`config.mk`:
```
export PLATFORM = sky130hd
export DESIGN_NAME = input_debounce_flat
export DESIGN_NICKNAME = d
export VERILOG_FILES = /design/src/rtl/input_debounce_if.sv /design/src/rtl/input_debounce.sv /design/src/flat_wrapper.sv
export SDC_FILE = /design/constraint.sdc
export NUM_CORES = 1
export LEC_CHECK = 0
export ABC_AREA = 0
export CORE_MARGIN = 1
export CORE_UTILIZATION = 50
export CTS_CLUSTER_DIAMETER = 30
export DETAILED_ROUTE_END_ITERATION = 12
export DONT_BUFFER_PORTS = 1
export SYNTH_ARGS = -nofsm -noshare
export SYNTH_HDL_FRONTEND = slang
export SYNTH_SLANG_ARGS = --single-unit
export TNS_END_PERCENT = 30
```
`constraint.sdc`:
```
create_clock -name clk -period 2.03 [get_ports clk]
set_input_delay 0.406 -clock clk [delete_from_list [all_inputs] [get_ports clk]]
set_output_delay 0.406 -clock clk [all_outputs]
set_load 0.01 [all_outputs]
```
`src/rtl/input_debounce_if.sv`:
```
// Debouncer signal bundle: raw switch levels in, clean levels and edge pulses out.
// The slave modport is the debouncer; the master modport is the pin driver / consumer side.
interface input_debounce_if #(
  parameter int WIDTH = 2
);
  logic [WIDTH-1:0] raw_in;
  logic [WIDTH-1:0] db_out;
  logic [WIDTH-1:0] rise_o;
  logic [WIDTH-1:0] fall_o;

  modport master (output raw_in, input db_out, input rise_o, input fall_o);
  modport slave  (input raw_in, output db_out, output rise_o, output fall_o);
endinterface

```
`src/rtl/input_debounce.sv`:
```
// Per-bit two-flop synchronizer plus stability-counter debouncer.
// A new synchronized level must persist for CNT_MAX consecutive cycles before
// db_out follows it; any return to the current level clears the count.
// Optional feature macro: INPUT_DEBOUNCE_PULSE_EN builds the rise/fall pulse
// registers; without it rise_o/fall_o are tied low and db_out is unchanged.
module input_debounce #(
  parameter int WIDTH   = 2,
  parameter int CNT_MAX = 1000,
  parameter int CNT_W   = 10
) (
  input logic           clk,
  input logic           rst_n,
  input_debounce_if.slave bus
);

  localparam logic [CNT_W-1:0] CNT_LAST = CNT_W'(CNT_MAX - 1);

  logic [WIDTH-1:0] s1_reg;
  logic [WIDTH-1:0] s2_reg;
  logic [WIDTH-1:0] db_reg;
  logic [WIDTH-1:0] rise_reg;
  logic [WIDTH-1:0] fall_reg;

  // Two-flop synchronizer on every raw input bit, nothing between the stages.
  always_ff @(posedge clk or negedge rst_n) begin
    if (!rst_n) begin
      s1_reg <= '0;
      s2_reg <= '0;
    end else begin
      s1_reg <= bus.raw_in;
      s2_reg <= s1_reg;
    end
  end

  generate
    for (genvar gi = 0; gi < WIDTH; gi++) begin : g_bit
      logic [CNT_W-1:0] cnt_reg;
      logic             mismatch;
      logic             accept;

      assign mismatch = (s2_reg[gi] != db_reg[gi]);
      assign accept   = mismatch && (cnt_reg == CNT_LAST);

      // Stability counter: counts consecutive mismatches, accepts on the last one,
      // and restarts from zero whenever the input agrees with the output again.
      always_ff @(posedge clk or negedge rst_n) begin
        if (!rst_n) begin
          cnt_reg    <= '0;
          db_reg[gi] <= 1'b0;
        end else if (!mismatch) begin
          cnt_reg <= '0;
        end else if (accept) begin
          cnt_reg    <= '0;
          db_reg[gi] <= s2_reg[gi];
        end else begin
          cnt_reg <= cnt_reg + 1'b1;
        end
      end

`ifdef INPUT_DEBOUNCE_PULSE_EN
      // Edge pulses registered on the same edge that updates db_out, so each is
      // high for exactly the following cycle and the two are mutually exclusive.
      always_ff @(posedge clk or negedge rst_n) begin
        if (!rst_n) begin
          rise_reg[gi] <= 1'b0;
          fall_reg[gi] <= 1'b0;
        end else begin
          rise_reg[gi] <= accept &  s2_reg[gi];
          fall_reg[gi] <= accept & ~s2_reg[gi];
        end
      end
`else
      assign rise_reg[gi] = 1'b0;
      assign fall_reg[gi] = 1'b0;
`endif
    end
  endgenerate

  assign bus.db_out = db_reg;
  assign bus.rise_o = rise_reg;
  assign bus.fall_o = fall_reg;

endmodule

```
`src/flat_wrapper.sv`:
```
// flat-port wrapper written by rule: the top's interface ports become plain ports
module input_debounce_flat 
#(
  parameter int WIDTH   = 2,
  parameter int CNT_MAX = 1000,
  parameter int CNT_W   = 10
)
  (clk, rst_n, bus_raw_in, bus_db_out, bus_rise_o, bus_fall_o);
  input_debounce_if #(.WIDTH(WIDTH)) bus_i ();
  input logic clk;
  input logic rst_n;
  input wire logic [$bits(bus_i.raw_in)-1:0] bus_raw_in;
  output wire logic [$bits(bus_i.db_out)-1:0] bus_db_out;
  output wire logic [$bits(bus_i.rise_o)-1:0] bus_rise_o;
  output wire logic [$bits(bus_i.fall_o)-1:0] bus_fall_o;
  assign bus_i.raw_in = bus_raw_in;
  assign bus_db_out = bus_i.db_out;
  assign bus_rise_o = bus_i.rise_o;
  assign bus_fall_o = bus_i.fall_o;
  input_debounce #(.WIDTH(WIDTH), .CNT_MAX(CNT_MAX), .CNT_W(CNT_W)) u_core (.clk(clk), .rst_n(rst_n), .bus(bus_i));
endmodule
```
==> summary.md <==
| Metric | Value |
|---|---|
| Status | `complete, no violations` |
| First-pass GRT wire length | `approximately 3600 microns` |
| I/O pin count | `10` |
| Post-Route WL | `roughly 2000 microns` |
| Clock Tree Buf Depth | `2` |
| Post-synth EDFFs | `0` |
| Setup CP Type | `reg -> reg` |
| Critical R2R Capture | `u_core.g_bit[0].cnt_reg[3]` |
| CP Launch Type | `register` |
| Post-Syn Area per Cell | `between 10 and 15 sq um` |
| Commonest cells in the synthesized netlist | `dfrtp_1, nor2_1, nand2_1, nand3_1, a21oi_1` |
| Static Leak | `approximately 0.54 nW` |
| Clock skew | `around 0.0062 ns` |
| Port bufs | `0` |
| Clock transition at the registers of the reported paths | `0.14 ns` |
| Max reg flops | `20` |
| TritonRoute pass-1 iters | `4` |
| Post-cts resize count | `0` |
| Cell Pwr Density | `648.6 mW/mm^2` |
| Crit path capture | `u_core.g_bit[0].cnt_reg[3]` |
| WP data arrival | `1.76 ns` |
| CP Data Required Time | `between 2 and 2.5 ns` |
| Core Region | `between 0.002 and 0.0025 sq mm` |
| DR vias/cell | `approximately 5.7` |
| Tightest Pin Transition | `just over 0.5 ns` |
| Largest net degree at the start of global routing | `27` |
| CP max FO | `6` |
| Area delta synth->final | `6.755%` |
| # rows | `17` |
| Share of layout cells above drive strength 1 | `0.1008` |
| Initial antenna violation count | `0` |
| Endpoints failing hold | `0` |
| Setup Viol. Count Final | `0` |
| Initial Utilization | `0.5422` |
| Period utilization | `0.7703` |
| Clock Tree Root | `clkbuf_4` |
| Grt peak-use layer | `met1` |
| Gr ovfl total | `0` |
| Synth top area cells | `dfrtp_1, xor2_1, nor2_1` |
| Antenna cells | `0` |
| H-tree levels | `1` |
| Reg-to-Reg Start | `u_core.g_bit[0].cnt_reg[0]` |
| Met1 Use GR | `0.2821` |
| FMAX | `639.5 MHz` |
| Max IR drop VDD | `0.4511 mV` |
| Depth of the worst hold-timing path | `0` |
| Synth Warn # | `0` |
| Hold Path Origin | `bus_raw_in[0]` |
| Gp weighted congestion | `approximately 0.8` |
| Synth unique cells | `29` |
| Seq/Total Area, Yosys | `0.5322` |
| Worst hold path class | `in -> reg` |
| Die ar. | `between 0.002 and 0.003 sq mm` |
| Cell with the most instances after synthesis | `dfrtp_1` |
| Number of remaining DRC errors | `0` |
| Worst r2r path cells | `4` |
| Crit. Startpoint | `u_core.g_bit[0].cnt_reg[0]` |
| Final min period | `~1.6 ns` |
| Most area-hungry cell type in the Yosys netlist | `dfrtp_1` |
| Sink Count | `26` |
| Routed wire length per instance | `13.90 microns` |
| Final HPWL DP | `around 1500 microns` |
| Vias in the first global route | `just under 800` |
| Rel. slew slack | `0.6601` |
| Max Cap Violations | `0` |
| Synth top area share | `0.5322` |
| Cells after Synth | `roughly 110` |
| Worst-Skew Late Latency | `0.31 ns` |
| Starting DRT DRC Count | `16` |
| Die Height | `about 51 microns` |
| #FFs+latches synth | `26` |
| Nets@finish | `between 100 and 150` |
| Total CTS buffers | `3` |
| R2R Setup Slk | `0.47 ns` |
| Met2 usage | `0.2619` |
| Unrepaired setup endpoints after global routing | `false` |
| Residual antenna-violating net count after detailed routing | `0` |
| Fin util | `0.5788` |
| Post-Syn Area | `0.001222 sq mm` |
| Top_reg_cell synth | `dfrtp_1` |
| Via Count | `about 840` |
| Final Max Slew Viols | `0` |
| TritonCTS clock tree | `yes` |
| M3 GR Usage | `0.04167` |
| Setup total negative slack | `0 ns` |
| Async S/R FF share, synth | `1.000` |
| Die width | `approximately 50 microns` |
| Setup Buffers After CTS | `0` |
| GRT Overall Usage | `0.1857` |
| Setup crit end kind | `register` |
## layer usage
layer / vias up / share of wire
met5: - / 0
met2: 9 / 0.42
met1: 415 / 0.54
met4: 0 / 0.0083
li1: 416 / -
met3: 2 / 0.026
## worst min-delay path by stage
stage,to,slack (ns)
2_1_floorplan,u_core.bus.db_out[0],0.11
3_3_place_gp,u_core.g_bit[0].cnt_reg[5],0.11
3_5_place_dp,u_core.g_bit[0].cnt_reg[5],0.11
4_1_cts,u_core.s1_reg[0],0.09
5_1_grt,u_core.s1_reg[0],0.08
6_report,u_core.s1_reg[0],0.10
## timing repair
item                       in CTS  in global routing
hold buffers                    2                  0
setup endpoints to repair       0                  0
hold endpoints to repair       26                  0
## layout by cell type, fill, tap and decap left out, types with 2 or more instances in the layout
cell | netlist | layout
a21oi_1 | 6 | 6
a31oi_1 | 3 | 3
or4_1 | 4 | 4
dfrtp_1 | 26 | 26
xnor2_1 | 4 | 4
nand3_1 | 7 | 7
conb_1 | 1 | 4
o31ai_1 | 2 | 2
nand4_1 | 3 | 3
ha_1 | 2 | 2
or3_1 | 5 | 5
nand4bb_1 | 2 | 2
o21ai_0 | 4 | 4
nand2_1 | 7 | 7
o211ai_1 | 3 | 3
inv_1 | 5 | 5
mux2_2 | 2 | 2
clkbuf_4 | 0 | 3
nor2_1 | 10 | 10
xor2_1 | 5 | 5
## per-stage QoR
stage               cells  cell area (sq um)  worst slack, ns  hold WS, ns  total power [mW]
global route          147               1305           0.3032      0.07843            0.8809
CTS                   147               1305           0.4649      0.09375            0.8586
detailed placement    141               1239           0.4825       0.1110            0.5851
floorplan             117               1234           0.6145       0.1104            0.5827
global placement      141               1239           0.5169       0.1109            0.5847
finish                147               1305           0.4663       0.1019            0.8464
## power by group
| part | leakage [nW] | internal, mW | switching [mW] | total [mW] |
|---|---|---|---|---|
| registers | 0.349 | 0.531 | 0.0109 | 0.542 |
| logic | 0.168 | 0.0181 | 0.0306 | 0.0487 |
| clock network | 0.0210 | 0.109 | 0.146 | 0.255 |
| total | 0.538 | 0.659 | 0.187 | 0.846 |
## cells by family after synthesis
| group | Yosys count | synth area share |
|---|---|---|
| and+or+nand+nor | 43 | 0.2016 |
| DFF | 26 | 0.5322 |
| AOI/OAI and AO/OA | 22 | 0.1198 |
| xor gates and xnor gates | 9 | 0.06448 |
| buffers and inverters | 9 | 0.03992 |
| adders and majority gates | 2 | 0.02047 |
| muxes | 2 | 0.01842 |
| other | 1 | 0.003068 |
## area by class of cell
| cell class | instances | area [sq um] |
|---|---|---|
| fillers | 204 | 949.7 |
| flip-flops and latches | 26 | 650.6 |
| multi-input cells | 82 | 534.3 |
| clock buffers | 4 | 36.28 |
| well taps | 28 | 35.03 |
| repair buffers | 2 | 30.03 |
| inverters | 5 | 18.77 |
## worst max-delay path, stage by stage (launching register included)
cell and delay [ns]:
dfrtp_1 0.40, ha_1 0.23, nand4bb_1 0.21, o31ai_2 0.52, nor2_1 0.10
No activity file was read; power rests on OpenSTA's default activity.
